`config.mk`:
```
export PLATFORM = sky130hd
export DESIGN_NAME = alu_seq
export DESIGN_NICKNAME = d
export VERILOG_FILES = /design/src/rtl/alu_pkg.sv /design/src/rtl/alu_seq_bcd_digit.sv /design/src/rtl/alu_seq.sv
export SDC_FILE = /design/constraint.sdc
export NUM_CORES = 1
export LEC_CHECK = 0
export CORE_MARGIN = 4
export CORE_UTILIZATION = 50
export CTS_CLUSTER_DIAMETER = 30
export DETAILED_ROUTE_END_ITERATION = 16
export PLACE_DENSITY_LB_ADDON = 0.05
export SYNTH_ARGS = -nofsm -noshare
export SYNTH_HDL_FRONTEND = slang
export SYNTH_SLANG_ARGS = --single-unit
export TNS_END_PERCENT = 5
```
`constraint.sdc`:
```
create_clock -name clk -period 8.9 [get_ports clk]
set_input_delay 1.78 -clock clk [delete_from_list [all_inputs] [get_ports clk]]
set_output_delay 1.78 -clock clk [all_outputs]
set_load 0.03 [all_outputs]
```
`src/rtl/alu_pkg.sv`:
```
// Shared types and constants for the sequential ALU and its BCD digit slice.
package alu_pkg;

  typedef enum logic [3:0] {
    OP_INC  = 4'h0,
    OP_DEC  = 4'h1,
    OP_ADD  = 4'h2,
    OP_SUB  = 4'h3,
    OP_ROR  = 4'h4,
    OP_ASL  = 4'h5,
    OP_ROL  = 4'h6,
    OP_OR   = 4'h7,
    OP_AND  = 4'h8,
    OP_BIT  = 4'h9,
    OP_EOR  = 4'hA,
    OP_ONES = 4'hB,
    OP_LSR  = 4'hC
  } alu_op_t;

  typedef enum logic [1:0] {
    IDLE  = 2'd0,
    EXEC  = 2'd1,
    DIGIT = 2'd2,
    DONE  = 2'd3
  } alu_state_t;

  localparam logic [3:0] BCD_CORRECT = 4'd6;

endpackage

```
`src/rtl/alu_seq_bcd_digit.sv`:
```
// Single BCD digit add/subtract with decimal correction; sub computes b_d - a_d - !cin.
module bcd_digit
  import alu_pkg::*;
(
  input  logic [3:0] a_d,
  input  logic [3:0] b_d,
  input  logic       cin,
  input  logic       sub,
  output logic [3:0] d,
  output logic       cout
);

  logic [4:0] s;
  logic [4:0] t;

  always_comb begin
    s    = {1'b0, a_d} + {1'b0, b_d} + {4'b0, cin};
    // Range is -16..15, so bit 4 is the sign of the difference.
    t    = {1'b0, b_d} - {1'b0, a_d} - {4'b0, ~cin};
    d    = s[3:0];
    cout = 1'b0;
    if (sub) begin
      if (t[4]) begin
        d    = t[3:0] + 4'd10;
        cout = 1'b0;
      end else begin
        d    = t[3:0];
        cout = 1'b1;
      end
    end else if (s > 5'd9) begin
      d    = s[3:0] + BCD_CORRECT;
      cout = 1'b1;
    end
  end

endmodule

```
`src/rtl/alu_seq.sv`:
```
// Registered ALU with start/ready/valid handshake; decimal ADD/SUB run one digit per cycle.
//   state | meaning
//   IDLE  | ready, waiting for start
//   EXEC  | single-cycle op, result captured on exit
//   DIGIT | one BCD digit per edge, result captured after the last digit
//   DONE  | valid pulse, outputs just updated
module alu_seq
  import alu_pkg::*;
#(
  parameter int WIDTH = 8
) (
  input  logic             clk,
  input  logic             resetb,
  input  logic             start,
  input  logic [3:0]       op,
  input  logic [WIDTH-1:0] a,
  input  logic [WIDTH-1:0] b,
  input  logic             c_in,
  input  logic             bcd,
  output logic             ready,
  output logic             valid,
  output logic [WIDTH-1:0] y,
  output logic             zero,
  output logic             negative,
  output logic             overflow,
  output logic             c_out
);

  localparam int DIGITS = WIDTH / 4;
  localparam int IW = (DIGITS > 1) ? $clog2(DIGITS) : 1;
  localparam logic [IW-1:0] LAST = IW'(DIGITS - 1);

  alu_state_t state_q, state_d;

  logic [3:0]       op_q;
  logic [WIDTH-1:0] a_q, b_q, acc_q, y_q;
  logic             c_q, bcd_q, carry_q;
  logic [IW-1:0]    idx_q;
  logic             zero_q, neg_q, ovf_q, cout_q;

  logic             dec_mode;
  logic [WIDTH-1:0] a_op, res_y, bcd_y;
  logic [WIDTH:0]   sum, inc, dec;
  logic             res_c, res_v, res_z, res_n, bin_v;
  logic [3:0]       dig_a, dig_b, dig_d;
  logic             dig_c;

  assign dec_mode = bcd & ((op == OP_ADD) || (op == OP_SUB));

  always_ff @(posedge clk or negedge resetb) begin
    if (!resetb) state_q <= IDLE;
    else         state_q <= state_d;
  end

  always_comb begin
    state_d = state_q;
    case (state_q)
      IDLE:    if (start) state_d = dec_mode ? DIGIT : EXEC;
      EXEC:    state_d = DONE;
      DIGIT:   if (idx_q == LAST) state_d = DONE;
      DONE:    state_d = IDLE;
      default: state_d = IDLE;
    endcase
  end

  always_comb begin
    a_op  = (op_q == OP_SUB) ? ~a_q : a_q;
    sum   = {1'b0, a_op} + {1'b0, b_q} + {{WIDTH{1'b0}}, c_q};
    inc   = {1'b0, a_q} + {{WIDTH{1'b0}}, c_q};
    dec   = {1'b0, a_q} - {{WIDTH{1'b0}}, c_q};
    // Carry into the MSB xor carry out of it.
    bin_v = a_op[WIDTH-1] ^ b_q[WIDTH-1] ^ sum[WIDTH-1] ^ sum[WIDTH];
    res_y = '0;
    res_c = 1'b0;
    res_v = 1'b0;
    case (op_q)
      OP_INC:  {res_c, res_y} = inc;
      OP_DEC:  {res_c, res_y} = dec;
      OP_ADD,
      OP_SUB:  begin {res_c, res_y} = sum; res_v = bin_v; end
      OP_ROR:  begin res_y = {c_q, a_q[WIDTH-1:1]}; res_c = a_q[0]; end
      OP_ASL:  begin res_y = {a_q[WIDTH-2:0], 1'b0}; res_c = a_q[WIDTH-1]; end
      OP_ROL:  begin res_y = {a_q[WIDTH-2:0], c_q}; res_c = a_q[WIDTH-1]; end
      OP_OR:   res_y = a_q | b_q;
      OP_AND:  res_y = a_q & b_q;
      OP_BIT:  begin res_y = a_q & b_q; res_v = a_q[WIDTH-2]; end
      OP_EOR:  res_y = a_q ^ b_q;
      OP_ONES: begin res_y = '1; res_c = 1'b1; end
      OP_LSR:  begin res_y = {1'b0, a_q[WIDTH-1:1]}; res_c = a_q[0]; end
      default: ;
    endcase
    // Unused codes report all flags clear, including zero.
    res_z = (op_q <= OP_LSR) && (res_y == '0);
    res_n = res_y[WIDTH-1] | ((op_q == OP_BIT) & a_q[WIDTH-1]);
  end

  always_comb begin
    dig_a = a_q[4*int'(idx_q) +: 4];
    dig_b = b_q[4*int'(idx_q) +: 4];
    bcd_y = acc_q;
    bcd_y[4*int'(idx_q) +: 4] = dig_d;
  end

  bcd_digit u_digit (
    .a_d  (dig_a),
    .b_d  (dig_b),
    .cin  (carry_q),
    .sub  (op_q == OP_SUB),
    .d    (dig_d),
    .cout (dig_c)
  );

  always_ff @(posedge clk or negedge resetb) begin
    if (!resetb) begin
      op_q    <= '0;
      a_q     <= '0;
      b_q     <= '0;
      c_q     <= 1'b0;
      bcd_q   <= 1'b0;
      carry_q <= 1'b0;
      idx_q   <= '0;
      acc_q   <= '0;
      y_q     <= '0;
      zero_q  <= 1'b0;
      neg_q   <= 1'b0;
      ovf_q   <= 1'b0;
      cout_q  <= 1'b0;
    end else begin
      case (state_q)
        IDLE: if (start) begin
          op_q    <= op;
          a_q     <= a;
          b_q     <= b;
          c_q     <= c_in;
          bcd_q   <= bcd;
          carry_q <= c_in;
          idx_q   <= '0;
          acc_q   <= '0;
        end
        EXEC: begin
          y_q    <= res_y;
          zero_q <= res_z;
          neg_q  <= res_n;
          ovf_q  <= res_v;
          cout_q <= res_c;
        end
        DIGIT: begin
          acc_q   <= bcd_y;
          carry_q <= dig_c;
          idx_q   <= idx_q + 1'b1;
          if (idx_q == LAST) begin
            y_q    <= bcd_y;
            zero_q <= (bcd_y == '0);
            neg_q  <= bcd_y[WIDTH-1];
            ovf_q  <= bin_v;
            cout_q <= dig_c;
          end
        end
        default: ;
      endcase
    end
  end

  assign ready    = (state_q == IDLE);
  assign valid    = (state_q == DONE);
  assign y        = y_q;
  assign zero     = zero_q;
  assign negative = neg_q;
  assign overflow = ovf_q;
  assign c_out    = cout_q;

  // bcd_q is kept with the latched operation for visibility; the FSM path already encodes it.
  logic unused_bcd;
  assign unused_bcd = bcd_q;

endmodule

```
==> flow_summary.yaml, run 1 <==
outcome:
  status: "complete, no violations"
sta:
  fin_crit_sh_pct: 50.6
  rsz0062_at_grt: "no"
  finalSetupTns_ns: 0
  slew_headroom_pct: 24.1
  finalCriticalPeriod_ns: 4.50
  hold_violations: 0
  fin_hold_ws_ns: 0.494
  worst_pin_slew_ns: 1.14
  fmax_mhz: 222
  fin_skew_ns: 0.00925
  setup_viol: 0
  final-max-slew-violation-count: 0
synthesis:
  synthArstFlopShare_pct: 100
  synth-seq-cells: 45
  yosysWarnings: 0
  ys_top_cells_by_area: "dfrtp_1 25%, ha_1 11%, mux2_2 6.0%, xnor2_1 4.7%, inv_1 3.3%"
  yosys.area.top_type_share_pct: 24.9
  synth_nets: 588
  syn_avg_cell_area_um2: 8.73
  synth-edff-count: 0
  synth_cell_types: 79
  ys_seq_area_share_pct: 24.9
  synthFlopType: "dfrtp_1"
  synth_top_area_cell: "dfrtp_1"
  synth_cells: 517
  netlist_area_um2: 4520
floorplanning:
  initial_core_util_pct: 51.5
  ios: 39
  die_x_um: 103
  rows: 34
  die_h_um: 103
  design.die.area_um2: 10600
  coreArea_um2: 8760
route:
  drt_iter0_drc: 349
  route.detailed.drc: 0
  routed_wl_mm: 12.5
  ant_nets: 0
  vias: 3945
  post_drt_wl_per_cell_um: 19.4
  viasPerCell: 6.14
  drtPass1Iterations: 5
setup_path:
  critical_path_class: "reg2reg"
  crit_slowest_cell: "dfrtp_1"
  worstPathRequired_ns: 9.10
  critPathMaxFanout: 26
  path_cells: "inv_1 > a21boi_0 > fa_1 > inv_1 > fa_1 > xor2_2 > ha_1 > nand2_1 > a21boi_0 > a211oi_1 > o311ai_0 > a22oi_1 > a211o_1"
  critPathArrivalTime_ns: 4.70
  start_kind: "flop"
  end_kind: "flop"
  critPathMaxStageDelay_ns: 0.90
min_path:
  hold_class: "reg2reg"
cells_and_area:
  layout_commonest_cell: "dfrtp_1"
  area_growth_pct: 10.5
  layout_common_cells: "45 x dfrtp_1, 40 x inv_1, 40 x nand2_1, 40 x ha_1, 37 x clkdlybuf4s50_1"
  num_antenna_cells: 0
  drive_gt1_share_pct: 11.0
  final_nets: 604
clock_network:
  clockBufferDepth: 2
  numCtsBuffers: 5
  holdBufCountCts: 0
  post_cts_resize_count: 0
  htreeDepth: 2
  post_cts_buffers: 0
  clkTransAtPathRegs_ns: 0.10
  cts-root-buf: "clkbuf_8"
  cts_tree: "built"
  cts_sinks: 45
  clk_latency_ns: 0.31
global_routing:
  grtUsageTotal_pct: 24.7
  antenna_found_initial: 0
  overflow: 0
  grt_pass1_vias: 3890
  grt_max_degree: 46
  grt_pass1_wl_mm: 20.5
run:
  drv_cap: 0
place:
  port_buffers: 38
  gp_congestion: 0.903
  post-dp-hpwl_mm: 9.24
## registers in the layout, summed over array words and instances, names as in the netlist
signal,flops
a_q,8
acc_q,8
b_q,8
c_out,1
c_q,1
carry_q,1
idx_q,1
negative,1
op_q,4
overflow,1
state_q,2
y,8
zero,1
## Yosys cell counts, types with 5 or more instances
cell / count
a211oi_1: 8
a21boi_0: 6
a21o_1: 5
a21oi_1: 18
a221oi_1: 6
a22o_1: 5
a31oi_1: 5
and3_1: 6
buf_2: 9
buf_6: 5
clkbuf_1: 14
dfrtp_1: 45
fa_1: 6
ha_1: 40
inv_1: 40
mux2_2: 24
mux2i_1: 7
nand2_1: 40
nand2b_1: 12
nand3_1: 8
nor2_1: 29
nor2b_1: 13
nor3_1: 7
o21ai_0: 28
o221ai_1: 5
o31ai_1: 5
xnor2_1: 24
## worst paths after layout
kind                           from  endpoint  slack (ns)  cells past startpoint
setup / recovery              idx_q      zero        4.40                     13
setup reg to reg              idx_q      zero        4.40                     13
hold reg to reg            acc_q[1]  acc_q[1]        0.49                      1
hold / removal             acc_q[1]  acc_q[1]        0.49                      1
max in group asynchronous    resetb    b_q[4]        6.61                      1
min in group asynchronous    resetb   op_q[3]        1.63                      1
## layer usage
layer,wire [µm],GRT usage (%),up-vias
met4,182,6.67,0
li1,-,-,1891
met2,6010,40.7,121
met3,648,2.91,19
met1,5640,34.3,1914
met5,0,0,-
## critical path: cells and delay by family (launching register included)
family	cells	cell delay (ns)
adders and majority gates	3	0.95
xor gates and xnor gates	1	0.23
AOI/OAI and AO/OA	6	1.78
DFF	1	0.90
buffers and inverters	2	0.45
and+or+nand+nor	1	0.08
## through the flow
step	util [%]	setup slack, ns	cells	instance area, µm²
3_3_place_gp	55.6	4.59	634	4870
3_5_place_dp	55.6	4.46	634	4870
2_1_floorplan	-	5.07	517	4520
5_1_grt	57.0	4.09	642	4990
4_1_cts	57.0	4.44	642	4990
6_report	57.0	4.40	642	4990
## layout make-up
type                            instances  area (µm²)
Fill cell                             818        3770
Multi-Input combinational cell        399        3050
Sequential cell                        45        1130
Timing Repair Buffer                   42         405
Inverter                               40         150
Tap cell                              108         135
Clock buffer                            6        82.6
Clock inverter                          2        37.5
## logic make-up after synthesis
logic type               count (synthesis)  share of synthesized area (%)
AND/OR/NAND/NOR                        154                           18.6
multiplexers                            31                           7.54
XOR/XNOR                                27                           5.40
AO/OA/AOI/OAI                          141                           22.4
flip-flops                              45                           24.9
adder cells (fa/ha/maj)                 46                           13.7
buffers and inverters                   73                           7.43
Power of run 1 is left out: the tool's default activity adds up to more than one toggle a clock period on the data nets, which glitch-free logic cannot reach.
==> run 2: changes to the inputs <==
==> constraint.sdc (replaced) <==
create_clock -name clk -period 4.35 [get_ports clk]
set_input_delay 0.87 -clock clk [delete_from_list [all_inputs] [get_ports clk]]
set_output_delay 0.87 -clock clk [all_outputs]
set_load 0.03 [all_outputs]
==> run 2 against run 1 <==
Clock skew up 0.0029 ns. First-iteration DRC count fell by 32%. Routed wire length is 0.49% higher. Final area up 0.30%. Critical path type unchanged. Flip-flop and latch count is the same. Critical path depth unchanged. Global-route usage shrank 0.074 points. Via count up 2.1%. Sequential share of layout area down 0.068 points. Worst setup slack lost 4.1 ns. Register-to-register slack worse by 4.1 ns.
==> flow_summary.yaml, run 2 (synthesis results as in run 1) <==
outcome:
  status: "complete, no violations"
clock_network:
  clkTransAtPathRegs_ns: 0.10
  cts-root-buf: "clkbuf_8"
  clk_latency_ns: 0.31
  cts_sinks: 45
  clockBufferDepth: 2
  holdBufCountCts: 0
  numCtsBuffers: 5
  cts_tree: "built"
  htreeDepth: 2
  post_cts_buffers: 0
  post_cts_resize_count: 0
floorplanning:
  die_x_um: 103
  coreArea_um2: 8760
  initial_core_util_pct: 51.5
  rows: 34
  design.die.area_um2: 10600
  die_h_um: 103
  ios: 39
setup_path:
  critPathArrivalTime_ns: 4.23
  critPathMaxFanout: 12
  start_kind: "flop"
  worstPathRequired_ns: 4.55
  end_kind: "flop"
  critical_path_class: "reg2reg"
sta:
  setup_viol: 0
  fin_crit_sh_pct: 92.5
  finalCriticalPeriod_ns: 4.03
  worst_pin_slew_ns: 1.14
  hold_violations: 0
  fmax_mhz: 248
  rsz0062_at_grt: "no"
  final-max-slew-violation-count: 0
  finalSetupTns_ns: 0
  fin_skew_ns: 0.0121
  slew_headroom_pct: 23.5
cells_and_area:
  multi_input_area_um2: 3050
  area_growth_pct: 10.9
  final_nets: 610
  seq_area_um2: 1130
  fillers: 818
  num_antenna_cells: 0
  drive_gt1_share_pct: 12.0
  layout_common_cells: "45 x dfrtp_1, 40 x inv_1, 40 x nand2_1, 40 x ha_1, 37 x clkdlybuf4s50_1"
  layout_commonest_cell: "dfrtp_1"
route:
  post_drt_wl_per_cell_um: 19.4
  drt_iter0_drc: 238
  ant_nets: 0
  vias: 4026
  route.detailed.drc: 0
  drtPass1Iterations: 5
  routed_wl_mm: 12.5
  viasPerCell: 6.21
place:
  gp_congestion: 0.906
  port_buffers: 38
  post-dp-hpwl_mm: 9.62
global_routing:
  grt_pass1_vias: 3840
  grt_pass1_wl_mm: 20.2
  grtUsageTotal_pct: 24.6
  overflow: 0
  antenna_found_initial: 0
  grt_max_degree: 46
min_path:
  hold_class: "reg2reg"
run:
  drv_cap: 0
==> run 2: changes by cell type in the layout (fill, tap and decap cells not counted), sizes merged <==
cell | previous run | this run
clkinv | 0 | 1
bufinv | 1 | 0
inv | 40 | 41
clkbuf | 6 | 5
buf | 5 | 11
==> run 2: layer usage <==
layer | track usage, % | share of wire [%]
met1 | 34.0 | 45
met2 | 39.6 | 46
met3 | 3.72 | 6.4
met4 | 8.17 | 2.5
met5 | 0 | 0
==> run 2: through the flow <==
step           util [%]  setup slack [ns]  hold slack [ns]  area [µm²]  cells
6_report           57.1             0.324            0.492        5010    648
5_1_grt            57.1            0.0252            0.506        5010    648
4_1_cts            57.1             0.358            0.493        5010    648
3_5_place_dp       56.1             0.355            0.470        4920    640
3_3_place_gp       56.1             0.586            0.467        4920    640
2_1_floorplan         -             0.523            0.449        4520    517
==> run 2: final timing paths <==
kind                       startpoint  endpoint  slack (ns)  depth (start not counted)
hold / removal               acc_q[4]  acc_q[4]        0.49                          2
max in group asynchronous      resetb    b_q[6]        2.97                          1
setup / recovery                idx_q      zero        0.32                         13
hold reg to reg              acc_q[4]  acc_q[4]        0.49                          2
setup reg to reg                idx_q      zero        0.32                         13
min in group asynchronous      resetb   op_q[2]        0.73                          1
==> run 2: critical path, stage by stage, from the launching register on <==
cell,delay (ns)
dfrtp_1,0.54
inv_1,0.26
a21boi_0,0.43
fa_1,0.28
inv_1,0.06
fa_1,0.42
xor2_2,0.22
ha_1,0.27
nand2_1,0.08
a21boi_0,0.25
a211oi_1,0.13
o311ai_0,0.52
a22oi_1,0.14
a211o_1,0.31
==> run 2: area by class of cell <==
cell class	instances	share of cell area (%)
timing repair buffer	48	9.00
multi-input combinational	399	61.0
sequential	45	22.5
clock buffer	5	1.37
inverter	40	3.00
clock inverter	3	0.425
tap	108	2.70
Power of run 2 is left out for the same reason.
